==> src/rtl/chunked_adder.sv <==
// rtl/chunked_adder.sv - multi-cycle chunked add/sub with VNZC flags (ADC/SBC capable)
// Optional result saturation on overflow when CHUNKED_ADDER_SAT_EN is defined.
module chunked_adder #(
  parameter int WIDTH = 32,
  parameter int CHUNK = 8
) (
  input  logic             clk,
  input  logic             reset,
  input  logic             start,
  input  logic [WIDTH-1:0] a,
  input  logic [WIDTH-1:0] b,
  input  logic             sub,
  input  logic             cin_en,
  input  logic             cin,
  input  logic             sign,
  output logic [WIDTH-1:0] result,
  output logic [3:0]       flags,
  output logic             busy,
  output logic             done
);

  localparam int NCHUNK = WIDTH / CHUNK;
  localparam int IDXW   = (NCHUNK > 1) ? $clog2(NCHUNK) : 1;

  typedef enum logic {
    IDLE = 1'b0,
    RUN  = 1'b1
  } state_e;

  state_e           state_q;
  logic [IDXW-1:0]  idx_q;
  logic [WIDTH-1:0] a_q;
  logic [WIDTH-1:0] b_q;
  logic [WIDTH-1:0] sum_q;
  logic             carry_q;
  logic             sign_q;
  logic [WIDTH-1:0] result_q;
  logic [3:0]       flags_q;
  logic             busy_q;
  logic             done_q;
`ifdef CHUNKED_ADDER_SAT_EN
  logic             sub_q;
`endif

  logic [CHUNK:0]   slice;
  logic [WIDTH-1:0] sum_d;
  logic [WIDTH-1:0] result_d;
  logic [3:0]       flags_d;
  logic             last;
  logic             cout;
  logic             carry_msb;
  logic             v_raw;

  assign result = result_q;
  assign flags  = flags_q;
  assign busy   = busy_q;
  assign done   = done_q;

  // Operands shift right each cycle so the active slice is always the low CHUNK bits;
  // the partial sum fills in from the top and is complete after the last slice.
  assign last  = (idx_q == IDXW'(NCHUNK - 1));
  assign slice = {1'b0, a_q[CHUNK-1:0]} + {1'b0, b_q[CHUNK-1:0]} + {{CHUNK{1'b0}}, carry_q};
  assign sum_d = (sum_q >> CHUNK) | (WIDTH'(slice[CHUNK-1:0]) << (WIDTH - CHUNK));
  assign cout  = slice[CHUNK];

  // On the top slice, the carry into the MSB falls out of the MSB's own sum bit.
  assign carry_msb = a_q[CHUNK-1] ^ b_q[CHUNK-1] ^ slice[CHUNK-1];
  assign v_raw     = sign_q & (carry_msb ^ cout);

  always_comb begin
    flags_d    = 4'b0000;
    flags_d[3] = cout;
    flags_d[2] = (sum_d == '0);
    flags_d[1] = sign_q & sum_d[WIDTH-1];
    flags_d[0] = v_raw;
    result_d   = sum_d;
`ifdef CHUNKED_ADDER_SAT_EN
    if (sign_q && v_raw) begin
      result_d = a_q[CHUNK-1] ? {1'b1, {(WIDTH-1){1'b0}}} : {1'b0, {(WIDTH-1){1'b1}}};
    end else if (!sign_q && !sub_q && cout) begin
      result_d = '1;
    end else if (!sign_q && sub_q && !cout) begin
      result_d = '0;
    end
`endif
  end

  always_ff @(posedge clk or posedge reset) begin
    if (reset) begin
      state_q  <= IDLE;
      idx_q    <= '0;
      a_q      <= '0;
      b_q      <= '0;
      sum_q    <= '0;
      carry_q  <= 1'b0;
      sign_q   <= 1'b0;
      result_q <= '0;
      flags_q  <= 4'b0000;
      busy_q   <= 1'b0;
      done_q   <= 1'b0;
`ifdef CHUNKED_ADDER_SAT_EN
      sub_q    <= 1'b0;
`endif
    end else begin
      done_q <= 1'b0;
      case (state_q)
        IDLE: begin
          if (start) begin
            a_q     <= a;
            b_q     <= sub ? ~b : b;
            sign_q  <= sign;
            carry_q <= cin_en ? cin : sub;
            idx_q   <= '0;
            busy_q  <= 1'b1;
            state_q <= RUN;
`ifdef CHUNKED_ADDER_SAT_EN
            sub_q   <= sub;
`endif
          end
        end
        RUN: begin
          a_q     <= a_q >> CHUNK;
          b_q     <= b_q >> CHUNK;
          sum_q   <= sum_d;
          carry_q <= cout;
          idx_q   <= idx_q + IDXW'(1);
          if (last) begin
            result_q <= result_d;
            flags_q  <= flags_d;
            busy_q   <= 1'b0;
            done_q   <= 1'b1;
            idx_q    <= '0;
            state_q  <= IDLE;
          end
        end
        default: state_q <= IDLE;
      endcase
    end
  end

endmodule

==> config.mk <==
export PLATFORM = sky130hd
export DESIGN_NAME = chunked_adder
export DESIGN_NICKNAME = d
export VERILOG_FILES = /design/src/rtl/chunked_adder.sv
export SDC_FILE = /design/constraint.sdc
export NUM_CORES = 1
export LEC_CHECK = 0
export BUFFER_PORTS_ARGS = -buffer_cell sky130_fd_sc_hd__buf_2
export CAP_MARGIN = 20
export CORE_ASPECT_RATIO = 0.5
export CORE_MARGIN = 2
export CORE_UTILIZATION = 30
export DETAILED_ROUTE_END_ITERATION = 16
export PLACE_DENSITY = 0.52
export RECOVER_POWER = 25
export SETUP_SLACK_MARGIN = 0.1
export SYNTH_ARGS = -nofsm -noshare
export SYNTH_HDL_FRONTEND = slang
export SYNTH_SLANG_ARGS = --single-unit
==> constraint.sdc <==
create_clock -name clk -period 4.5 [get_ports clk]
set_clock_uncertainty 0.15 [all_clocks]
set_input_delay 0.225 -clock clk [delete_from_list [all_inputs] [get_ports clk]]
set_output_delay 0.225 -clock clk [all_outputs]
set_load 0.01 [all_outputs]
==> results.py, run 1 <==
metrics = {
    "status": {
        "status": "finished with violations",
        "violations": "hold timing, capacitance limit, slew limit",
    },
    "cts": {
        "clk_pin_slew_worst_paths_ns": 0.06,
        "cts_buffer_depth": 2,
        "root_buffer": "clkbuf_16",
        "post_cts_buffers": 0,
        "cts_resized": 0,
        "worstSkewPairLatency_ns": 0.41,
        "cts_sinks": 131,
        "cts_tree": "built",
        "cts_buffers": 17,
        "htreeDepth": 4,
    },
    "global_routing": {
        "antenna_found_initial": 0,
        "grt_pass1_vias": 4371,
        "grt_use_total_pct": 13.5,
        "grt_max_degree": 100,
        "globalRouteOverflowTotal": 0,
        "grt_pass1_wl_um": 22600,
    },
    "worst_setup_path": {
        "start_kind": "input port",
        "cp-end-kind": "async pin",
        "cp.required_ns": 4.27,
        "crit_start": "reset",
        "cp.arrival_ns": 2.26,
        "worst-setup-path-type": "in2async",
        "cp_max_fo": 99,
        "regToRegStartpoint": "state_q$_DFF_PP0_",
    },
    "layout": {
        "nets": 756,
        "n_antenna_cell": 0,
        "area_growth_pct": 29.4,
        "drive_gt1_share_pct": 21.5,
    },
    "routing": {
        "drc": 0,
        "drtAntennaViolNets": 0,
        "vias": 4226,
        "drtPass1Iterations": 5,
        "via_per_inst": 4.43,
        "wl_per_cell_um": 14.1,
        "drtIter0Drc": 224,
        "detail_route.wirelength_um": 13500,
    },
    "die": {
        "initial_core_util_pct": 30.7,
        "io-pin-count": 109,
        "placementRows": 36,
        "die_y_um": 104,
        "die_area_um2": 21200,
        "coreArea_um2": 19500,
        "die_x_um": 204,
    },
    "yosys": {
        "yosysMostFrequentCell": "dfrtp_1",
        "synth_warnings": 0,
        "synth_nets": 619,
        "synth_ff_type": "dfrtp_1",
        "synth_top_area_share_pct": 54.7,
        "syn-instance-count": 538,
        "synth.distinct_cells": 43,
        "seq_area_frac_synth_pct": 54.7,
        "synth.top_cells.by_count": "131 x dfrtp_1, 60 x nand2_1, 48 x nor2_1",
        "synth_area_um2": 5990,
        "synth_area_leaders": "dfrtp_1 55%, mux2_2 6.0%, mux2i_1 5.8%",
        "synthArstFlopShare_pct": 100,
        "ys_seq_elements": 131,
        "synth_enable_flop_cells": 0,
        "post_synth.cell_area_avg_um2": 11.1,
        "yosys.area.top_type": "dfrtp_1",
    },
    "timing": {
        "final.min_clock_period_ns": 2.49,
        "hold_violations": 1,
        "hold_slack_ns": -0.000773,
        "timing.fmax_ghz": 0.402,
        "period_share_pct": 55.3,
        "setup_viol": 0,
        "slew_violations": 100,
        "setup_tns_ns": 0,
        "slew-limit-headroom_pct": -40.5,
        "worst_pin_slew_ns": 2.11,
        "rsz0062_at_grt": "no",
    },
    "power": {
        "internal_power_mw": 3.41,
        "ir_drop_v": 0.000298,
        "power_mw": 5.19,
        "combinationalPowerShare_pct": 29.3,
        "switching_share_pct": 34.3,
        "clkPwrFrac_pct": 29.2,
        "switching_power_mw": 1.78,
        "p_per_area_nw_per_um2": 670,
        "p_leak_nw": 3.45,
        "seq_power_share_pct": 41.4,
    },
    "placement": {
        "hpwl_um": 9150,
        "place_congestion": 0.747,
        "io_buffers": 108,
    },
    "hold_path": {
        "min_from": "a[1]",
        "hp-class": "in2reg",
    },
    "run": {
        "cap_violations": 1,
    },
}
## sequential cells by signal (all words and copies together), names as in the netlist
name     flops
a_q         32
b_q         32
busy         1
carry_q      1
done         1
flags        4
idx_q        2
result      32
sign_q       1
state_q      1
sum_q       24
## power groups by stage
stage | Combinational, mW | Clock, mW | Sequential, mW
2_1_floorplan | 1.17 | 0 | 2.01
4_1_cts | 1.59 | 1.55 | 2.15
6_report | 1.52 | 1.52 | 2.15
5_1_grt | 1.72 | 1.61 | 2.24
3_3_place_gp | 1.52 | 0 | 2.16
3_5_place_dp | 1.55 | 0 | 2.17
## metal layers
| layer | GRT usage [%] | wire (µm) | part of all wire (%) |
|---|---|---|---|
| met1 | 18.7 | 6560 | 49 |
| met5 | 0 | 0 | 0 |
| met3 | 3.13 | 534 | 4.0 |
| met2 | 20.6 | 6180 | 46 |
| met4 | 5.27 | 197 | 1.5 |
## final cells by class
type,count,area (µm²)
clock buffers,17,425
clock inverters,14,225
fillers,1959,11800
inverters,9,37.5
multi-input cells,364,2520
flip-flops and latches,131,3280
well taps,266,333
repair buffers,152,925
## worst max-delay path, cell delays in order
cell and delay [ns]:
dlygate4sd3_1 0.53, clkbuf_1 0.12, clkinvlp_4 1.33
## logic make-up after synthesis
logic type | synth area share (%)
AO/OA/AOI/OAI | 9.82
XOR/XNOR | 5.83
adder cells (fa/ha/maj) | 2.34
buffers and inverters | 3.15
flip-flops | 54.7
multiplexers | 14.9
AND/OR/NAND/NOR | 9.25
## per-stage QoR
stage / cells / util [%] / setup slack, ns / cell area, µm²
after floorplan: 538 / - / 0.627 / 5990
after global placement: 881 / 34.6 / 2.04 / 6740
after detailed placement: 881 / 34.6 / 2.01 / 6740
after CTS: 953 / 40.0 / 2.00 / 7800
after global routing: 953 / 39.7 / 1.49 / 7750
final: 953 / 39.7 / 2.01 / 7750
## worst paths after layout
path	end	slack, ns	cells past startpoint
max reg2reg	result[27]$_DFFE_PP0P_	2.02	3
min	a_q[1]$_DFFE_PP0P_	-0.0008	3
min reg2reg	result[14]$_DFFE_PP0P_	0.33	1
max	state_q$_DFF_PP0_	2.01	3
max in group clk	result[27]$_DFFE_PP0P_	2.02	3
min in group asynchronous	a_q[30]$_DFFE_PP0P_	0.85	3
## cell usage in the layout (no fill, tap or decap), types with 32 or more instances in the layout
cell | Yosys | final
dfrtp_1 | 131 | 130
buf_2 | 7 | 69
nand2_1 | 60 | 60
nor2_1 | 48 | 48
dlygate4sd3_1 | 0 | 41
clkbuf_1 | 25 | 39
o21ai_1 | 37 | 37
xnor2_1 | 35 | 35
mux2i_1 | 35 | 35
mux2_2 | 32 | 32
## what timing repair did
item                                    4_1_cts  5_1_grt
endpoints found under the hold margin       138        0
endpoints found under the setup margin        0        0
hold buffers                                 41        0
No activity file was read; power rests on OpenSTA's default activity.
==> run 2: changes to the inputs <==
Clock period 4.5 ns to 2.3 ns, I/O delays scaled along.
==> run 2 against run 1 <==
Effect of this change: the run now ends clean; utilization is 1.8 points higher; setup slack worse by 2.0 ns; highest routed layer unchanged; design area is 4.5% higher; sequential cell count stayed put; power is 97% higher; die area stayed put; non-clock buffer count is 30 higher; critical path depth is 5 higher; sequential share of layout area is 1.8 points lower; via count is 3.1% higher; sequential power is 87% higher.
==> results.py, run 2 (synthesis gave the netlist of run 1 again) <==
metrics = {
    "timing": {
        "slew_violations": 0,
        "rsz0062_at_grt": "yes",
        "hold_violations": 0,
        "slew-limit-headroom_pct": 3.93,
        "period_share_pct": 99.3,
        "setup_viol": 0,
        "setup_tns_ns": 0,
        "worst_pin_slew_ns": 1.44,
        "worst_slack_ns": 0.0162,
        "timing.fmax_ghz": 0.438,
        "final.min_clock_period_ns": 2.28,
    },
    "worst_setup_path": {
        "cp.arrival_ns": 2.42,
        "cp_slowest_cell": "fa_1",
        "r2r_end": "flags[2]$_DFFE_PP0P_",
        "worst-setup-path-type": "reg2reg",
        "crit_end": "flags[2]$_DFFE_PP0P_",
        "cp_max_fo": 2,
        "path_buf_inv": 1,
        "regToRegStartpoint": "a_q[0]$_DFFE_PP0P_",
        "start_kind": "register",
        "cp-end-kind": "register",
        "max_stage_delay_ns": 0.45,
        "crit_family": "adder cells",
        "cp.depth": 8,
        "reg2reg_depth": 8,
        "cp.required_ns": 2.44,
        "ff2ff_setup_slack_ns": 0.02,
        "path_cells": "fa_2 -> inv_2 -> fa_1 -> nor4b_4 -> and4_1 -> nand4_1 -> nor4_2 -> a32o_1",
        "crit_start": "a_q[0]$_DFFE_PP0P_",
    },
    "power": {
        "ir_drop_v": 0.000579,
        "p_per_area_nw_per_um2": 1260,
        "p_leak_nw": 3.70,
        "power_mw": 10.2,
    },
    "hold_path": {
        "hp-class": "in2reg",
    },
    "cts": {
        "cts_buffer_depth": 2,
        "cts_tree": "built",
        "cts_sinks": 131,
        "clk_pin_slew_worst_paths_ns": 0.05,
        "root_buffer": "clkbuf_16",
        "cts_buffers": 17,
        "htreeDepth": 4,
        "worstSkewPairLatency_ns": 0.41,
    },
    "die": {
        "initial_core_util_pct": 30.7,
        "coreArea_um2": 19500,
        "placementRows": 36,
        "die_x_um": 204,
        "die_area_um2": 21200,
        "io-pin-count": 109,
        "die_y_um": 104,
    },
    "global_routing": {
        "globalRouteOverflowTotal": 0,
        "grt_pass1_vias": 4550,
        "grt_max_degree": 147,
        "grt_use_total_pct": 14.3,
        "grt_pass1_wl_um": 23900,
        "antenna_found_initial": 0,
    },
    "routing": {
        "drc": 0,
        "drtAntennaViolNets": 0,
        "detail_route.wirelength_um": 14400,
        "drtPass1Iterations": 4,
        "drtIter0Drc": 201,
        "via_per_inst": 4.43,
        "wl_per_cell_um": 14.7,
        "vias": 4357,
    },
    "placement": {
        "io_buffers": 108,
        "place_congestion": 0.780,
        "pre_cts_slack_ns": 0.00741,
        "hpwl_um": 9600,
    },
    "layout": {
        "area_growth_pct": 35.2,
        "n_antenna_cell": 0,
        "fill_cells": 1938,
        "seqCellArea_um2": 3280,
        "multi_input_area_um2": 2580,
        "drive_gt1_share_pct": 28.2,
        "final_common_cell": "dfrtp_1",
        "final_cell_mix": "130 x dfrtp_1, 108 x buf_2, 62 x dlygate4sd3_1",
        "nets": 786,
    },
    "run": {
        "cap_violations": 0,
    },
    "status": {
        "status": "complete, no violations",
    },
}
==> run 2: changes by cell type in the layout (fill, tap and decap cells not counted), sizes merged <==
cell / delta
buf: +47
bufinv: -3
clkbuf: -35
clkinvlp: +2
dlygate4sd3: +21
inv: -2
==> run 2: per-layer routing <==
metal | GRT usage (%) | up-vias | routed length [µm]
li1 | - | 2183 | -
met1 | 19.5 | 2112 | 7180
met2 | 22.6 | 54 | 6690
met3 | 3.63 | 8 | 473
met4 | 3.65 | 0 | 103
met5 | 0 | - | 0
==> run 2: worst min path at each step <==
stage,start,endpoint,slack (ns),cells after the start
2_1_floorplan,sign,sign_q$_DFFE_PP0P_,0.12,1
3_3_place_gp,reset,result[13]$_DFFE_PP0P_,0.12,3
3_5_place_dp,reset,done$_DFF_PP0_,0.11,3
4_1_cts,b[3],b_q[3]$_DFFE_PP0P_,0.02,5
5_1_grt,b[3],b_q[3]$_DFFE_PP0P_,0.05,5
6_report,b[3],b_q[3]$_DFFE_PP0P_,0.002,5
==> run 2: what timing repair did <==
item | CTS | global route
setup buffers | 2 | 0
cloned | 0 | 0
pin swaps | 2 | 1
hold buffers | 62 | 0
hold endpoints to repair | 192 | 0
setup endpoints to repair | 3 | 8
resized for setup | 1 | 7
==> run 2: layout make-up <==
cell class / instances / area share, %
sequential: 131 / 40.5
inverter: 9 / 0.433
clock buffer: 20 / 5.52
multi-input combinational: 364 / 31.9
tap: 266 / 4.11
timing repair buffer: 182 / 15.9
clock inverter: 11 / 1.59
==> run 2: where the power goes <==
| part | switching, mW | total, mW | leakage [nW] | internal, mW |
|---|---|---|---|---|
| clock | 1.01 | 2.64 | 0.277 | 1.63 |
| sequential | 0.703 | 4.01 | 1.64 | 3.31 |
| combinational | 1.87 | 3.59 | 1.78 | 1.71 |
| total | 3.59 | 10.2 | 3.70 | 6.65 |
==> run 2: worst register-to-register path: cells and delay by family, from the launching register on <==
kind / cells / cell delay, ns
flops: 1 / 0.40
fa+ha+maj: 2 / 0.86
compound gates: 1 / 0.25
simple gates: 4 / 0.44
buf+inv: 1 / 0.07
==> run 2: through the flow <==
| step | instances | area [µm²] | util, % | hold WS (ns) |
|---|---|---|---|---|
| global placement | 888 | 6840 | 35.1 | 0.117 |
| floorplan | 538 | 6000 | - | 0.117 |
| finish | 983 | 8100 | 41.5 | 0.00204 |
| CTS | 983 | 8060 | 41.3 | 0.0159 |
| global route | 983 | 8100 | 41.5 | 0.0488 |
| detailed placement | 888 | 6840 | 35.1 | 0.107 |
